File: config.mk
export PLATFORM = sky130hd
export DESIGN_NAME = bin_to_bcd_seq
export DESIGN_NICKNAME = d
export VERILOG_FILES = /design/src/rtl/bin_to_bcd_seq.sv
export SDC_FILE = /design/constraint.sdc
export NUM_CORES = 1
export LEC_CHECK = 0
export BUFFER_PORTS_ARGS = -buffer_cell sky130_fd_sc_hd__buf_4
export CAP_MARGIN = 20
export CORE_ASPECT_RATIO = 1.5
export CORE_MARGIN = 5
export CORE_UTILIZATION = 30
export DETAILED_ROUTE_END_ITERATION = 12
export GPL_ROUTABILITY_DRIVEN = 0
export PLACE_DENSITY = 0.52
export SYNTH_ARGS = -nofsm -noshare
export SYNTH_HDL_FRONTEND = slang
export SYNTH_SLANG_ARGS = --single-unit
File: constraint.sdc
create_clock -name clk -period 2.2 [get_ports clk]
set_input_delay 0.44 -clock clk [delete_from_list [all_inputs] [get_ports clk]]
set_output_delay 0.44 -clock clk [all_outputs]
set_load 0.05 [all_outputs]
File: src/rtl/bin_to_bcd_seq.sv
// Sequential binary-to-BCD converter (shift-and-add-3) feeding the seven-segment scan path.
// Results are double-buffered: digit outputs change only on the cycle a conversion completes.
module bin_to_bcd_seq #(
  parameter int BIN_WIDTH = 14
) (
  input  logic                 clk,
  input  logic                 rst,
  input  logic [BIN_WIDTH-1:0] bin,
  input  logic                 start,
  output logic                 busy,
  output logic                 done,
  output logic                 overflow,
  output logic [3:0]           digit_1,
  output logic [3:0]           digit_2,
  output logic [3:0]           digit_3,
  output logic [3:0]           digit_4
);

  localparam int CW = $clog2(BIN_WIDTH + 1);

  typedef enum logic [1:0] {IDLE, SHIFT, DONE} state_t;

  state_t               state_reg, state_next;
  logic [BIN_WIDTH-1:0] bin_reg, bin_next;
  logic [15:0]          scratch_reg, scratch_next, scratch_adj;
  logic [CW-1:0]        cnt_reg, cnt_next;
  logic                 ovf_pend_reg, ovf_pend_next;
  logic                 done_reg, done_next;
  logic                 ovf_reg, ovf_next;
  logic [15:0]          digits_reg, digits_next;

  // Per-nibble add-3 correction; no carry propagates between nibbles.
  generate
    for (genvar gi = 0; gi < 4; gi++) begin : g_adj
      assign scratch_adj[gi*4 +: 4] = (scratch_reg[gi*4 +: 4] >= 4'd5)
                                    ? scratch_reg[gi*4 +: 4] + 4'd3
                                    : scratch_reg[gi*4 +: 4];
    end
  endgenerate

  always_ff @(posedge clk or posedge rst) begin
    if (rst) begin
      state_reg    <= IDLE;
      bin_reg      <= '0;
      scratch_reg  <= '0;
      cnt_reg      <= '0;
      ovf_pend_reg <= 1'b0;
      done_reg     <= 1'b0;
      ovf_reg      <= 1'b0;
      digits_reg   <= '0;
    end else begin
      state_reg    <= state_next;
      bin_reg      <= bin_next;
      scratch_reg  <= scratch_next;
      cnt_reg      <= cnt_next;
      ovf_pend_reg <= ovf_pend_next;
      done_reg     <= done_next;
      ovf_reg      <= ovf_next;
      digits_reg   <= digits_next;
    end
  end

  always_comb begin
    state_next    = state_reg;
    bin_next      = bin_reg;
    scratch_next  = scratch_reg;
    cnt_next      = cnt_reg;
    ovf_pend_next = ovf_pend_reg;
    done_next     = 1'b0;
    ovf_next      = ovf_reg;
    digits_next   = digits_reg;
    case (state_reg)
      IDLE: begin
        if (start) begin
          bin_next      = bin;
          scratch_next  = '0;
          cnt_next      = CW'(BIN_WIDTH);
          ovf_pend_next = (16'(bin) > 16'd9999);
          state_next    = SHIFT;
        end
      end
      SHIFT: begin
        {scratch_next, bin_next} = {scratch_adj, bin_reg} << 1;
        cnt_next = cnt_reg - 1'b1;
        if (cnt_reg == CW'(1)) state_next = DONE;
      end
      DONE: begin
        done_next = 1'b1;
        // Out-of-range values saturate the display at 9999.
        if (ovf_pend_reg) begin
          digits_next = 16'h9999;
          ovf_next    = 1'b1;
        end else begin
          digits_next = scratch_reg;
          ovf_next    = 1'b0;
        end
        state_next = IDLE;
      end
      default: state_next = IDLE;
    endcase
  end

  assign busy     = (state_reg != IDLE);
  assign done     = done_reg;
  assign overflow = ovf_reg;
  assign digit_1  = digits_reg[3:0];
  assign digit_2  = digits_reg[7:4];
  assign digit_3  = digits_reg[11:8];
  assign digit_4  = digits_reg[15:12];

endmodule

== Word-level counts from Yosys, hierarchy flattened ==
Cells that the tools add are included.

* Output and inout port bits: 19
* ROM bits: 0
* Memory bits (writable): 0
* Register bits: 55
* Memories kept: 0
* Latch bits: 0

* Magnitude comparators: 5
* Bitwise logic cells: 0
* Reductions and logical operators: 6
* Mux-type cells: 16
* Shifts and indexed selects: 0
* $mul: 0
* Div/mod/pow operators: 0
* Equality and inequality tests: 5
* Add/sub/neg operators: 5

{| class="wikitable"
|+ Operator list
! cell !! count
|-
| 2-to-1 mux 16 bit || 2
|-
| case mux 16 bit (2 select lines) || 1
|-
| case mux 14 bit (2 select lines) || 1
|-
| greater-or-equal comparator 4 x 3 -> 1 bit, second input constant || 4
|-
| 2-to-1 mux 4 bit || 4
|-
| > comparator 14 bit, second input constant || 1
|-
| 2-to-1 mux 14 bit || 1
|-
| adder 4 x 2 -> 4 bit, second input constant || 3
|-
| case mux 4 bit (2 select lines) || 1
|-
| AND reduction 2 bit || 3
|-
| == test 4 x 1 -> 1 bit, second input constant || 1
|-
| 2-to-1 mux 2 bit || 2
|-
| inequality test 2 bit, second input constant || 2
|-
| case mux 2 bit (2 select lines) || 1
|-
| nonzero test 2 bit || 2
|-
| subtractor 4 x 1 -> 4 bit, second input constant || 1
|-
| adder 3 x 2 -> 3 bit, second input constant || 1
|-
| 2-to-1 mux 3 bit || 1
|-
| == test 2 x 1 -> 1 bit, second input constant || 1
|-
| == test 2 bit, second input constant || 1
|-
| zero test 2 bit || 1
|-
| 2-to-1 mux 1 bit || 2
|}

== Depth between registers and ports, before layout ==
Gate-level depths: netlist (run 1).

* Depth in word-level cells: 3
* Mapped depth: 6
* Mapped depth without buffers: 6

== Worst setup path before layout (run 1) ==
Ideal clock, no wire load.

* Path type: register to register
* From: register scratch_reg[8]
* To: register scratch_reg[10]
* Path buffers: 0
* Data required time: 2.117 ns
* Library setup time: 0.083 ns
* Slack: 0.698 ns
* Stages on the path, launching flop included: 7
* Arrival time: 1.419 ns
* Path through: dfrtp_1 -> inv_1 -> ha_1 -> nand2b_1 -> a21oi_1 -> mux2_2 -> o22ai_1

* Longest elaborated chain between the ends: 3

{| class="wikitable"
|+ Ends and longest elaborated chain
! element !! RTL line !! source
|-
| from (decl) || 25 || <nowiki>logic [15:0] scratch_reg, scratch_next, scratch_adj;</nowiki>
|-
| from (signal assigned) || 54 || <nowiki>scratch_reg <= scratch_next;</nowiki>
|-
| adder 4 x 2 -> 4 bit or greater-or-equal comparator 4 x 3 -> 1 bit (tied branches) || 36, 35 ||
|-
| 2-to-1 mux 4 bit * || 36 || <nowiki>? scratch_reg[gi*4 +: 4] + 4'd3</nowiki>
|-
| case mux 16 bit (2 select lines) * || 72 || <nowiki>case (state_reg)</nowiki>
|}

Mark *: on every way between the ends. The rest lies on a longest branch, timed or not.
A chain may end at the register's enable or synchronous reset.

== Final worst setup path (run 1) ==
* From: register state_reg[1]
* To: output busy

* Longest elaborated chain between the ends: 1

{| class="wikitable"
|+ Ends and longest elaborated chain
! element !! RTL line !! source
|-
| from (decl) || 23 || <nowiki>state_t state_reg, state_next;</nowiki>
|-
| from (signal assigned) || 52 || <nowiki>state_reg <= state_next;</nowiki>
|-
| nonzero test 2 bit || 103 || <nowiki>assign busy = (state_reg != IDLE);</nowiki>
|-
| to (decl) || 10 || <nowiki>output logic busy,</nowiki>
|}

No other way between the ends.

==> results.ini, run 1 <==
[flow_run]
cap_viol_max_count = 0

[finish]
final_cells = 411
area_delta_synth_final_pct = 19.7
fin_nets = 331
diodes = 0
drive_gt1_share_pct = 18.4
final_core_util_pct = 37.0

[critical_path]
critPathKind = flop to output port
crit_arrival_ns = 1.31
timing.rr.end = scratch_reg[6]$_DFFE_PP0P_
cp_top_family = flip-flops
cpMaxStageDelayCell = dfrtp_1
cp-end-kind = output port
startpoint_type = flop
worstReg2RegStart = scratch_reg[5]$_DFFE_PP0P_
path_buf_inv = 1
rr_worst_depth = 6
max_stage_delay_ns = 0.49
r2r_slack_ns = 0.53
critPathRequiredTime_ns = 1.76
path_max_fanout = 9
crit_chain = or2_2 > buf_4

[clock_network]
hold_buffers = 0
cts_buffer_depth = 2
ctsHtreeMaxLevel = 2
cts_resized = 0
cts_root_buf = clkbuf_16
clock_latency_ns = 0.29
cts_tree = yes
clk_pin_slew_worst_paths_ns = 0.07
clock_sinks = 55
cts_made_buffers = 5
post_cts_buffers = 0

[timing]
setup_viol = 0
worstMarginPinSlew_ns = 0.514
fmax_mhz = 570
setup_slack_ns = 0.446
drv_slew = 0
hold_viol_final = 0
finalClockSkew_ns = 0.00364
finalCriticalPeriod_ns = 1.75
tns_ns = 0
post-route-period-util_pct = 79.7
rsz0062_at_grt = false
maxSlewHeadroom_pct = 65.7

[floorplan]
fp.dieArea_mm2 = 0.0107
die_w_um = 86.3
num_rows = 41
start_util_pct = 30.9
io_pins = 36
core_mm2 = 0.00846
die_h_um = 124

[global_routing]
overflow = 0
antenna_found_initial = 0
grt_pass1_wl_mm = 9.31
grt_usage_pct = 10.6
grt_pass1_vias = 1937
grt_max_degree = 56

[detailed_routing]
drt_wl_total_mm = 5.46
antenna_left = 0
first_pass_iters = 6
drtIter0Drc = 89
drcViolationCount = 0
vias = 1927
viasPerCell = 4.69
wl_per_cell_um = 13.3

[power_and_ir_drop]
ir_drop_uv = 557
p_total_mw = 4.61
p_leak_nw = 1.48
power_density_mw_per_mm2 = 1470

[placement]
dp_slack_ns = 0.545
io_buffers = 35
place_inst = 404
dp_hpwl_mm = 3.75

[yosys]
netlist_instances = 272
seq_area_frac_synth_pct = 52.6
ys_ff_latch = 55
syn_nets = 299
synth_area_per_cell_um2 = 9.62
synth_area_leaders = dfrtp_1, nand2_1, ha_1, o21ai_0, a22oi_1
synth_top_area_share_pct = 52.6
synth_area_mm2 = 0.00262
synth.largest_area_cell = dfrtp_1
ys_types = 36
yosysWarnings = 0

[hold_path]
worst_hold_path_type = primary input to asynchronous set/reset pin

[outcome]
status = finished clean

==> layer usage <==
metal | part of all wire [%] | up-vias | track usage [%] | wire length (um)
met1 | 44 | 895 | 12.7 | 2400
met5 | 0 | - | 0 | 0
met3 | 4.4 | 7 | 2.25 | 238
met4 | 1.1 | 0 | 2.75 | 61
li1 | - | 985 | - | -
met2 | 51 | 40 | 18.9 | 2770
==> area by class of cell <==
| class | count | area, um2 |
|---|---|---|
| clock buffer | 6 | 129 |
| clock inverter | 1 | 30.0 |
| fill | 868 | 5330 |
| inverter | 13 | 48.8 |
| multi-input combinational | 188 | 1100 |
| sequential | 55 | 1380 |
| tap | 107 | 134 |
| timing repair buffer | 41 | 320 |
==> cells by family (layout without fill, tap and decap cells) <==
family          count (synthesis)  count (layout)  synth area share, %
mux                             4               4                 1.67
compound gates                 69              69                 17.0
buf+inv                        29              61                 5.54
fa+ha+maj                      10              10                 4.78
flops                          55              55                 52.6
simple gates                   99              99                 16.4
xor+xnor                        6               6                 2.01
==> stage by stage <==
stage | area [um2] | hold slack, ns
final | 3130 | 0.204
after global routing | 3130 | 0.237
after floorplan | 2620 | 0.445
after global placement | 2980 | 0.463
after detailed placement | 2980 | 0.467
after CTS | 3130 | 0.216
==> Yosys cell counts <==
cell and n:
a22o_1 4, inv_1 13, a31oi_2 1, o311ai_1 1
a21oi_1 5, nand2_1 70, xor2_1 2, o22ai_1 8
nor3b_1 1, a22oi_1 13, nand3_1 1, o21ai_1 2
ha_1 10, nor4_1 1, xnor2_1 4, nor2_1 14
o32ai_1 2, o31ai_1 5, buf_6 2, o21ai_0 23
nor2_4 1, clkbuf_1 3, mux2_2 3, a31oi_1 2
o2bb2ai_1 1, mux2i_1 1, and3_1 1, nand2b_1 6
nor3b_4 1, and2b_4 1, nor3_1 1, dfrtp_1 55
buf_4 3, buf_2 8, a211oi_1 2, or2_2 1
==> worst register-to-register path, stage by stage (launching register included) <==
cell      delay, ns
dfrtp_1        0.40
inv_1          0.14
ha_1           0.21
nand2b_1       0.06
a21oi_1        0.29
mux2_2         0.38
o22ai_1        0.11
==> cell usage in the layout, fill, tap and decap left out, types with 2 or more instances in the layout <==
| cell | netlist | routed |
|---|---|---|
| o32ai_1 | 2 | 2 |
| a21oi_1 | 5 | 5 |
| nand2_1 | 70 | 70 |
| o21ai_0 | 23 | 23 |
| o31ai_1 | 5 | 5 |
| a31oi_1 | 2 | 2 |
| a22o_1 | 4 | 4 |
| xor2_1 | 2 | 2 |
| o21ai_1 | 2 | 2 |
| nor2_1 | 14 | 14 |
| xnor2_1 | 4 | 4 |
| nand2b_1 | 6 | 6 |
| dfrtp_1 | 55 | 55 |
| mux2_2 | 3 | 3 |
| inv_1 | 13 | 12 |
| clkbuf_16 | 0 | 5 |
| o22ai_1 | 8 | 8 |
| a22oi_1 | 13 | 13 |
| ha_1 | 10 | 10 |
| a211oi_1 | 2 | 2 |
| buf_4 | 3 | 40 |
==> report_power, final <==
| part | internal (mW) | switching (mW) | leakage [nW] | total [mW] |
|---|---|---|---|---|
| clock | 0.532 | 0.338 | 0.0769 | 0.870 |
| combinational | 0.792 | 1.19 | 0.694 | 1.98 |
| sequential | 1.41 | 0.349 | 0.708 | 1.76 |
==> worst max path at each step <==
stage                                    start                          end  slack, ns  cells after the start
global route          state_reg[1]$_DFFE_PP0P_                         busy       0.38                      2
CTS                   state_reg[1]$_DFFE_PP0P_                         busy       0.42                      2
global placement    scratch_reg[5]$_DFFE_PP0P_   scratch_reg[6]$_DFFE_PP0P_       0.54                      6
finish                state_reg[1]$_DFFE_PP0P_                         busy       0.45                      2
floorplan                                  rst       bin_reg[0]$_DFFE_PP0P_       0.42                      1
detailed placement  scratch_reg[8]$_DFFE_PP0P_  scratch_reg[10]$_DFFE_PP0P_       0.54                      6
Note: power is estimated with default switching activity, not from simulation.
==> run 2: changes to the inputs <==
- PLACE_DENSITY: 0.52 -> 0.54
- clock period: 2.2 -> 1.6 ns (I/O delays scaled with it)
==> run 2 against run 1 <==
Die area did not move. Clock-buffer cell count fell by 1. Sequential share of layout area fell by 1.3 points. Non-clock buffer count rose by 7. Register-to-register slack got worse by 0.45 ns. Routed wire length rose by 1.6%. First-iteration DRC count fell by 36%. Utilization rose by 1.2 points. Critical path depth did not move. Global-route usage rose by 0.27 points.
==> results.ini, run 2 (synthesized netlist as in run 1, its figures left out) <==
[critical_path]
cpMaxStageDelayCell = dfrtp_2
path_buf_inv = 1
critPathKind = flop to output port
cp_top_family = flip-flops
crit_chain = or2_2 > buf_4
crit_arrival_ns = 1.23
startpoint_type = flop
critPathRequiredTime_ns = 1.28
max_stage_delay_ns = 0.46
path_max_fanout = 7
cp-end-kind = output port

[detailed_routing]
drt_wl_total_mm = 5.55
viasPerCell = 4.80
drcViolationCount = 0
first_pass_iters = 4
drtIter0Drc = 57
antenna_left = 0
wl_per_cell_um = 13.2
vias = 2010

[finish]
area_delta_synth_final_pct = 23.6
fin_nets = 338
diodes = 0
layout_commonest_cell = nand2_1
drive_gt1_share_pct = 24.4
layout_common_cells = nand2_1, dfrtp_1, buf_4
final_cells = 419
fillers = 898

[clock_network]
cts_made_buffers = 5
cts_root_buf = clkbuf_16
clk_pin_slew_worst_paths_ns = 0.07
cts_tree = yes
clock_sinks = 55
ctsHtreeMaxLevel = 2
clock_latency_ns = 0.29
cts_buffer_depth = 2

[floorplan]
fp.dieArea_mm2 = 0.0107
start_util_pct = 30.9
io_pins = 36
die_w_um = 86.3
die_h_um = 124
num_rows = 41
core_mm2 = 0.00846

[placement]
dp_hpwl_mm = 3.81
place_inst = 409
io_buffers = 35

[global_routing]
antenna_found_initial = 0
grt_pass1_vias = 2081
grt_max_degree = 56
overflow = 0
grt_usage_pct = 10.9
grt_pass1_wl_mm = 9.60

[timing]
fmax_mhz = 645
worstMarginPinSlew_ns = 0.483
hold_viol_final = 0
maxSlewHeadroom_pct = 67.7
finalClockSkew_ns = 0.00354
post-route-period-util_pct = 96.9
setup_viol = 0
drv_slew = 0
tns_ns = 0
finalCriticalPeriod_ns = 1.55

[power_and_ir_drop]
ir_drop_uv = 688
p_leak_nw = 1.52
power_density_mw_per_mm2 = 2000
p_total_mw = 6.48

[outcome]
status = finished clean

[hold_path]
worst_hold_path_type = primary input to asynchronous set/reset pin

[flow_run]
cap_viol_max_count = 0

run 2: cell types whose count changed in the layout (fill, tap and decap cells not counted), moves of 3 or more:
cell     previous run  this run
buf_4              40        44
a21oi_2             0         4
inv_1              12         8
a21oi_1             5         1
inv_2               1         4
buf_12              1         4
run 2: repair_timing:
item                                    4_1_cts  5_1_grt
resized for setup                             0       11
endpoints found under the setup margin        0        6
setup buffers                                 0        2
hold buffers                                  0        0
run 2: worst min-delay path: stages:
cell,delay (ns)
buf_4,0.12
clkinvlp_4,0.07
buf_12,0.28
run 2: power by group:
part	internal, mW	switching (mW)	total (mW)	leakage [nW]
logic	1.26	1.77	3.03	0.738
registers	1.94	0.437	2.38	0.708
clock network	0.581	0.494	1.08	0.0740
total	3.78	2.70	6.48	1.52
run 2: path summary, 6_finish.rpt:
path	slack, ns	cells after the start	start	endpoint
hold reg to reg	0.48	2	digits_reg[14]$_DFFE_PP0P_	digits_reg[14]$_DFFE_PP0P_
max in group asynchronous	1.23	3	rst	state_reg[0]$_DFFE_PP0P_
setup reg to reg	0.08	5	scratch_reg[12]$_DFFE_PP0P_	scratch_reg[14]$_DFFE_PP0P_
setup / recovery	0.05	2	state_reg[0]$_DFFE_PP0P_	busy
min in group clk	0.23	3	bin[0]	bin_reg[0]$_DFFE_PP0P_
hold / removal	0.11	3	rst	digits_reg[2]$_DFFE_PP0P_
run 2: layout make-up:
class | count | area, um2 | share of cell area [%]
clock buffers | 5 | 125 | 3.87
well taps | 107 | 134 | 4.14
flip-flops and latches | 55 | 1380 | 42.6
multi-input cells | 188 | 1120 | 34.5
inverters | 13 | 52.6 | 1.62
repair buffers | 48 | 410 | 12.7
clock inverters | 3 | 18.8 | 0.580
run 2: stage by stage:
stage          area, um2  hold WS, ns  utilization (%)  setup slack (ns)
6_report            3230        0.107             38.2            0.0504
5_1_grt             3230        0.133             38.2          -0.00568
4_1_cts             3200        0.118             37.8           0.00119
3_5_place_dp        3050        0.430             36.1            0.0246
3_3_place_gp        3050        0.426             36.1             0.118
2_1_floorplan       2620        0.394                -            0.0978
run 2: layer usage:
layer	vias to the layer above	part of all wire (%)	track usage, %
met3	6	4.3	2.05
li1	1004	-	-
met5	-	0	0
met1	962	45	13.6
met4	0	1.5	4.22
met2	38	49	18.2
